[config.mk]
export PLATFORM = sky130hd
export DESIGN_NAME = pipeline_hazard_ctrl
export DESIGN_NICKNAME = d
export VERILOG_FILES = /design/src/rtl/pipeline_hazard_ctrl.sv
export SDC_FILE = /design/constraint.sdc
export NUM_CORES = 1
export LEC_CHECK = 0
export ABC_AREA = 1
export BUFFER_PORTS_ARGS = -buffer_cell sky130_fd_sc_hd__clkbuf_2
export CAP_MARGIN = 10
export CORE_UTILIZATION = 45
export DETAILED_ROUTE_END_ITERATION = 16
export GPL_ROUTABILITY_DRIVEN = 0
export PLACE_DENSITY = 0.79
export SLEW_MARGIN = 20
export SYNTH_ARGS = -nofsm -noshare
export SYNTH_HDL_FRONTEND = slang
export SYNTH_SLANG_ARGS = --single-unit
[constraint.sdc]
create_clock -name clk -period 1.72 [get_ports clk]
set_input_delay 0.086 -clock clk [delete_from_list [all_inputs] [get_ports clk]]
set_output_delay 0.086 -clock clk [all_outputs]
set_load 0.01 [all_outputs]
[src/rtl/pipeline_hazard_ctrl.sv]
// pipeline_hazard_ctrl
// Central hazard controller for the 5-stage MIPS core. Watches the instruction
// in the register-read (RD) stage and its neighbours in EX and MEM. From these
// it decides when to stall the front end, insert a bubble into EX, freeze the
// back end, or flush IF/RD. It also selects forwarding sources for both RD read
// values and tracks the multi-cycle mult/div unit with a busy counter.
//
// Optional build macro: HAZARD_STATS_EN adds stall/flush event counters.
//
// Parameters:
//   MULDIV_CYCLES  cycles the mult/div unit stays busy after an accepted start
//   CNT_W          busy counter width (2**CNT_W must exceed MULDIV_CYCLES)
//
// Ports:
//   clk, rst                 clock, asynchronous active-high reset
//   id_rs, id_rt             RD-stage source registers
//   id_uses_rs, id_uses_rt   RD instruction actually reads rs / rt
//   id_uses_hilo             RD instruction is mfhi/mflo
//   id_is_muldiv             RD instruction is mult/multu/div/divu
//   ex_rd, ex_register_write, ex_is_load   EX-stage destination info
//   mem_rd, mem_register_write             MEM-stage destination info
//   ex_branch_taken          branch/jump resolved taken in EX
//   mem_busy                 data memory not ready
//   stall                    hold PC and IF/RD
//   bubble                   load a NOP into RD/EX
//   freeze                   hold RD/EX, EX/MEM, MEM/WB
//   flush                    replace IF/RD with a NOP
//   forward_1, forward_2     0 = regfile, 1 = EX result, 2 = MEM result
//   muldiv_busy              mult/div unit occupied
//   stall_count, flush_count (HAZARD_STATS_EN only) event counters

module pipeline_hazard_ctrl #(
    parameter int MULDIV_CYCLES = 32,
    parameter int CNT_W         = 6
) (
    input  logic       clk,
    input  logic       rst,
    input  logic [4:0] id_rs,
    input  logic [4:0] id_rt,
    input  logic       id_uses_rs,
    input  logic       id_uses_rt,
    input  logic       id_uses_hilo,
    input  logic       id_is_muldiv,
    input  logic [4:0] ex_rd,
    input  logic       ex_register_write,
    input  logic       ex_is_load,
    input  logic [4:0] mem_rd,
    input  logic       mem_register_write,
    input  logic       ex_branch_taken,
    input  logic       mem_busy,
    output logic       stall,
    output logic       bubble,
    output logic       freeze,
    output logic       flush,
    output logic [1:0] forward_1,
    output logic [1:0] forward_2,
    output logic       muldiv_busy
`ifdef HAZARD_STATS_EN
    ,
    output logic [31:0] stall_count,
    output logic [31:0] flush_count
`endif
);

    logic [CNT_W-1:0] cnt;
    logic             ex_match_1;
    logic             ex_match_2;
    logic             mem_match_1;
    logic             mem_match_2;
    logic             load_use;
    logic             muldiv_hz;
    logic             muldiv_start;

    // Register 0 is hardwired to zero, so it can never carry a dependency.
    assign ex_match_1  = id_uses_rs & ex_register_write  & (ex_rd  == id_rs) & (id_rs != 5'd0);
    assign ex_match_2  = id_uses_rt & ex_register_write  & (ex_rd  == id_rt) & (id_rt != 5'd0);
    assign mem_match_1 = id_uses_rs & mem_register_write & (mem_rd == id_rs) & (id_rs != 5'd0);
    assign mem_match_2 = id_uses_rt & mem_register_write & (mem_rd == id_rt) & (id_rt != 5'd0);

    // A load result is not available until MEM, so a consumer right behind it
    // must wait one cycle; afterwards the MEM forward picks it up.
    assign load_use    = ex_is_load & (ex_match_1 | ex_match_2);
    assign muldiv_busy = (cnt != '0);
    // Reading HI/LO or issuing another mult/div has to wait for the unit.
    assign muldiv_hz   = muldiv_busy & (id_uses_hilo | id_is_muldiv);

    // Pipe control. A taken branch wins even over mem_busy: the pipe registers
    // apply the freeze themselves, and the wrong-path instruction must die.
    always_comb begin
        stall  = 1'b0;
        bubble = 1'b0;
        freeze = 1'b0;
        flush  = 1'b0;
        if (ex_branch_taken) begin
            flush  = 1'b1;
            bubble = 1'b1;
        end else if (mem_busy) begin
            freeze = 1'b1;
            stall  = 1'b1;
        end else if (load_use | muldiv_hz) begin
            stall  = 1'b1;
            bubble = 1'b1;
        end
    end

    // Forward selection, EX has priority because it holds the youngest value.
    // A load in EX has no result yet, so it is never an EX forward source.
    always_comb begin
        forward_1 = 2'd0;
        forward_2 = 2'd0;
        if (ex_match_1 & ~ex_is_load) begin
            forward_1 = 2'd1;
        end else if (mem_match_1) begin
            forward_1 = 2'd2;
        end
        if (ex_match_2 & ~ex_is_load) begin
            forward_2 = 2'd1;
        end else if (mem_match_2) begin
            forward_2 = 2'd2;
        end
    end

    // A mult/div only starts when it actually advances out of RD this cycle.
    assign muldiv_start = id_is_muldiv & ~stall & ~flush & ~freeze;

    // Busy counter. It runs independently of pipe stalls and saturates at 0.
    always_ff @(posedge clk or posedge rst) begin
        if (rst) begin
            cnt <= '0;
        end else if (muldiv_start) begin
            cnt <= CNT_W'(MULDIV_CYCLES);
        end else if (cnt != '0) begin
            cnt <= cnt - CNT_W'(1);
        end
    end

`ifdef HAZARD_STATS_EN
    // Performance counters, free-running and wrapping at 2**32.
    always_ff @(posedge clk or posedge rst) begin
        if (rst) begin
            stall_count <= 32'd0;
            flush_count <= 32'd0;
        end else begin
            if (stall) begin
                stall_count <= stall_count + 32'd1;
            end
            if (flush) begin
                flush_count <= flush_count + 32'd1;
            end
        end
    end
`endif

endmodule

; ---- Yosys cells after proc, flatten, opt, wreduce, memory -nomap -nowiden
; Index checks and enable logic that the tools add are counted.
[op_classes]
add_sub_neg = 1
multipliers = 0
div_mod_pow = 0
n_lt_le_gt_ge = 0
eq_ne = 4
n_shift = 0
muxes = 14
bitwise_logic = 26
reduce_logical = 4
[op_table]
columns = op, count
row1 = 5-bit == test, 4
row2 = 1-bit bitwise AND, 19
row3 = 6-bit 2-to-1 mux, 2
row4 = 5-bit nonzero test, 2
row5 = 1-bit 2-to-1 mux, 8
row6 = 2-bit 2-to-1 mux, 4
row7 = 6-bit nonzero test, 1
row8 = "6-bit by 1-bit subtractor with 6-bit output, second input constant", 1
row9 = 1-bit inverter, 4
row10 = 1-bit OR, 3
row11 = 2-bit nonzero test, 1
[word_totals]
reg_bits = 6
latchBits = 0
mem_bits_rw = 0
romBits = 0
input_bits = 31
wordCells = 50
mem_count = 0

; ---- Depth between registers and ports, before layout
[logic_depth]
ltp_word = 14
depth_mapped = 12
ltp_nobuf = 12

; ---- Worst setup path after synthesis
; OpenSTA, ideal clock, no wires.
[synth_timing]
path_type = register to register
startpoint = register cnt[0]
endpoint = register cnt[0]
setup_time_ns = 0.113
t_arrival_ns = 1.163
required_time_ns = 1.607
slack_ns = 0.444
stages_incl_launch_ff = 8
path_buffers = 0
path_cell_list = dfrtp_1 > inv_1 > ha_1 > nand4_4 > o21ai_2 > nand4_2 > nand2_1 > inv_1
[synth_via]
elab_chain_cells = 11
[synth_rtl]
columns = item, line
row1 = "start, declared", 65  ; logic [CNT_W-1:0] cnt;
row2 = "start signal, assigned", 131  ; cnt <= CNT_W'(MULDIV_CYCLES);
row3 = "start signal, assigned", 133  ; cnt <= cnt - CNT_W'(1);
row4 = 6-bit nonzero test (*), 83  ; assign muldiv_busy = (cnt != '0);
row5 = net muldiv_busy, 57  ; output logic muldiv_busy
row6 = 1-bit bitwise AND, 85  ; assign muldiv_hz = muldiv_busy & (id_uses_hilo | id_is_muldiv);
row7 = 1-bit OR, 100  ; end else if (load_use | muldiv_hz) begin
row8 = 1-bit 2-to-1 mux, 100
row9 = 1-bit 2-to-1 mux, 97  ; end else if (mem_busy) begin
row10 = 1-bit 2-to-1 mux, 94  ; if (ex_branch_taken) begin
row11 = 1-bit inverter, 124  ; assign muldiv_start = id_is_muldiv & ~stall & ~flush & ~freeze;
row12 = 1-bit bitwise AND (3 in series), 124
row13 = 6-bit 2-to-1 mux / 2-bit nonzero test (equally long branches), n/a
; The timed path passes the listed nets; every way through them passes the cells marked *. The select of a mux whose other input is x is not followed.
; A chain may end at the register's enable or synchronous reset.

; ---- Worst setup path in the final report
[layout_timing]
startpoint = register cnt[1]
endpoint = output stall
[layout_via]
elab_chain_cells = 6
[layout_rtl]
columns = item, line
row1 = 6-bit nonzero test, 83
row2 = 1-bit bitwise AND, 85
row3 = 1-bit OR, 100
row4 = 1-bit 2-to-1 mux, 100
row5 = 1-bit 2-to-1 mux, 97
row6 = 1-bit 2-to-1 mux, 94
row7 = "end, declared", 51  ; output logic stall,
; No other way between the ends.

==> results.py <==
metrics = {
    "setup_path": {
        "worstPathRequired_ps": 1630,
        "crit_arrival_ps": 1510,
        "r2r_cells": 7,
        "worstReg2RegStart": "cnt[1]",
        "cp-end-kind": "primary output",
        "start_kind": "flop",
        "timing.rr.end": "cnt[1]",
        "path_max_fanout": 6,
        "crit_type": "reg2out",
        "critPathSlowestCell": "dfrtp_1",
        "regToRegSetupSlack_ps": 370,
        "max_stage_delay_ps": 390,
        "cp_common_cell": "inv_1",
        "path_cells": "inv_1 -> ha_1 -> nand4_4 -> o21ai_2 -> nand3_1 -> nand2_1 -> inv_1 -> clkbuf_2",
    },
    "grt": {
        "busiest_layer": "met2",
        "grtUsageTotal": 0.251,
        "grt_pass1_wl_microns": 3720,
        "grt_max_degree": 7,
        "overflow": 0,
        "grt_use_met1": 0.332,
        "grt_pass1_vias": 945,
        "grt_util_met3": 0.0367,
        "antenna_found_initial": 0,
        "grt_use_met2": 0.424,
    },
    "synthesis": {
        "avgSynthCellArea_sq_um": 5.81,
        "synthArstFlopShare": 1.00,
        "syn_nets": 172,
        "yosysMostFrequentCell": "nand2_1",
        "yosys-top-cells-count": "nand2_1 (41), inv_1 (25), inv_2 (11), nor2_1 (10), xor2_1 (7)",
        "seq_area_frac_synth": 0.186,
        "yosysTopAreaCellShare": 0.190,
        "synth.distinct_cells": 26,
        "ys_seq_elements": 6,
        "synth_ff_type": "dfrtp_1",
        "yosys-top-cells-area": "nand2_1 (19%), dfrtp_1 (19%), inv_1 (12%), xor2_1 (7.6%), inv_2 (5.1%)",
        "netlist_area_sq_um": 808,
        "yosys_warnings": 0,
        "syn-instance-count": 139,
        "yosys.area.top_type": "nand2_1",
        "synth_edf_count": 0,
    },
    "power_and_ir_drop": {
        "p_sw_frac": 0.451,
        "power_frac_clock": 0.146,
        "leakage_nw": 0.674,
        "worst_ir_drop_vdd_mv": 0.503,
        "intPower_mw": 0.479,
        "seq_power_share": 0.333,
        "combPwrFrac": 0.521,
        "power_switching_mw": 0.393,
        "powerDensity_mw_per_mm2": 824,
    },
    "clock_network": {
        "cts_tree": "built",
        "post_cts_buffers": 0,
        "clk_path_buf_depth": 2,
        "cts_buffers": 3,
        "h-tree-depth": 1,
        "clock_latency_ps": 240,
        "root_buffer": "clkbuf_4",
        "clk_pin_slew_ps": 40,
        "clkSinkCount": 6,
    },
    "detailed_routing": {
        "wl_per_cell_microns": 10.1,
        "via_per_inst": 4.88,
        "drc_errors": 0,
        "drt_iter0_drc": 44,
        "vias": 1001,
        "drtPass1Iterations": 4,
        "routed_wl_microns": 2070,
        "antenna_left": 0,
    },
    "sta": {
        "finalClockSkew_ps": 0.806,
        "finalSetupViolCount": 0,
        "slew-limit-headroom": 0.810,
        "worst_pin_slew_ps": 282,
        "hold_violations": 0,
        "report.final.slew_viol_count": 0,
        "finalSetupTns_ps": 0,
        "rsz0062_at_grt": "no",
        "finalCriticalPeriod_ps": 1590,
        "fmax_ghz": 0.628,
        "post-route-period-util": 0.926,
    },
    "die": {
        "die_y_microns": 44.4,
        "initial_core_util": 0.507,
        "die_w_microns": 44.4,
        "coreArea_sq_mm": 0.00159,
        "pin_count": 40,
        "die_area_sq_mm": 0.00197,
        "fp-row-count": 14,
    },
    "worst_hold_path": {
        "hold_path_class": "in2reg",
        "min_from": "mem_busy",
        "whs_endpoint": "cnt[5]",
        "holdPathStages": 4,
    },
    "cells_and_area": {
        "final_util": 0.664,
        "n_antenna_cell": 0,
        "syn2layout_area_growth_pct": 31.0,
        "drive_gt1_frac": 0.348,
        "top_regs": "cnt: 6 flops",
        "regMostFlops": "cnt",
        "finalNetCount": 216,
        "final_cell_area_sq_mm": 0.00106,
        "largest_reg_flops": 6,
    },
    "place": {
        "numPortBuffers": 39,
        "hpwl_microns": 1790,
        "place_area_sq_mm": 0.00103,
    },
    "run_status": {
        "outcome": "finished, final reports clean",
    },
    "job": {
        "max_cap_violations": 0,
    },
}
worst max-delay path by stage:
stage / from / endpoint / cells past startpoint
after detailed placement: cnt[0] / cnt[1] / 7
final: cnt[1] / stall / 8
after global placement: cnt[0] / stall / 8
after global routing: cnt[1] / stall / 8
after CTS: cnt[0] / stall / 8
after floorplan: cnt[0] / cnt[0] / 7
worst max-delay path, delay by kind of cell (launching register included):
kind	cells	cell delay, ps
adders and majority gates	1	200
buffers and inverters	3	240
and+or+nand+nor	3	310
AOI/OAI and AO/OA	1	120
DFF	1	390
metal layers:
layer | part of all wire | up-vias
li1 | - | 522
met1 | 0.48 | 433
met2 | 0.46 | 46
met3 | 0.063 | 0
met4 | 0 | 0
met5 | 0 | -
cells in the final DEF (no fill, tap or decap), drive strengths merged:
cell type    synthesis  routed
nand2               44      44
a211oi               1       1
o21ai                4       4
a31oi                1       1
nor2                13      13
o211ai               1       1
nor4                 1       1
o22ai                4       4
nand3                6       6
dlygate4sd3          0       1
clkbuf               0      42
nand4                4       4
ha                   2       2
nand3b               1       1
a21oi                5       5
xor2                 7       7
dfrtp                6       6
inv                 36      36
nor3                 2       2
kinds of logic after synthesis:
family | after synthesis | synth area share
flops | 6 | 0.186
fa+ha+maj | 2 | 0.0310
xor+xnor | 7 | 0.0759
compound gates | 16 | 0.118
buf+inv | 37 | 0.176
simple gates | 71 | 0.413
power groups by stage:
| stage | clock (mW) | combinational [mW] | sequential [mW] |
|---|---|---|---|
| floorplan | 0 | 0.321 | 0.273 |
| global placement | 0 | 0.431 | 0.284 |
| detailed placement | 0 | 0.448 | 0.288 |
| CTS | 0.128 | 0.453 | 0.286 |
| global route | 0.139 | 0.514 | 0.297 |
| finish | 0.127 | 0.455 | 0.290 |
through the flow:
step,hold WS [ps],total power [mW],std cells,worst slack [ps]
floorplan,-123,0.595,139,444
finish,203,0.872,205,128
detailed placement,-14.4,0.735,201,349
CTS,202,0.868,205,93.3
global route,237,0.950,205,23.5
global placement,-20.3,0.714,201,408
timing repair:
action | CTS | global route
endpoints found under the hold margin | 6 | 0
endpoints found under the setup margin | 0 | 1
gates resized for setup | 0 | 1
hold buffers | 1 | 0
layout make-up:
cell class	instances	area (sq um)
Clock buffer	3	22.5
Fill cell	163	536
Inverter	36	135
Multi-Input combinational cell	96	515
Sequential cell	6	150
Tap cell	24	30.0
Timing Repair Buffer	40	205
Note: power is estimated with default switching activity, not from simulation.
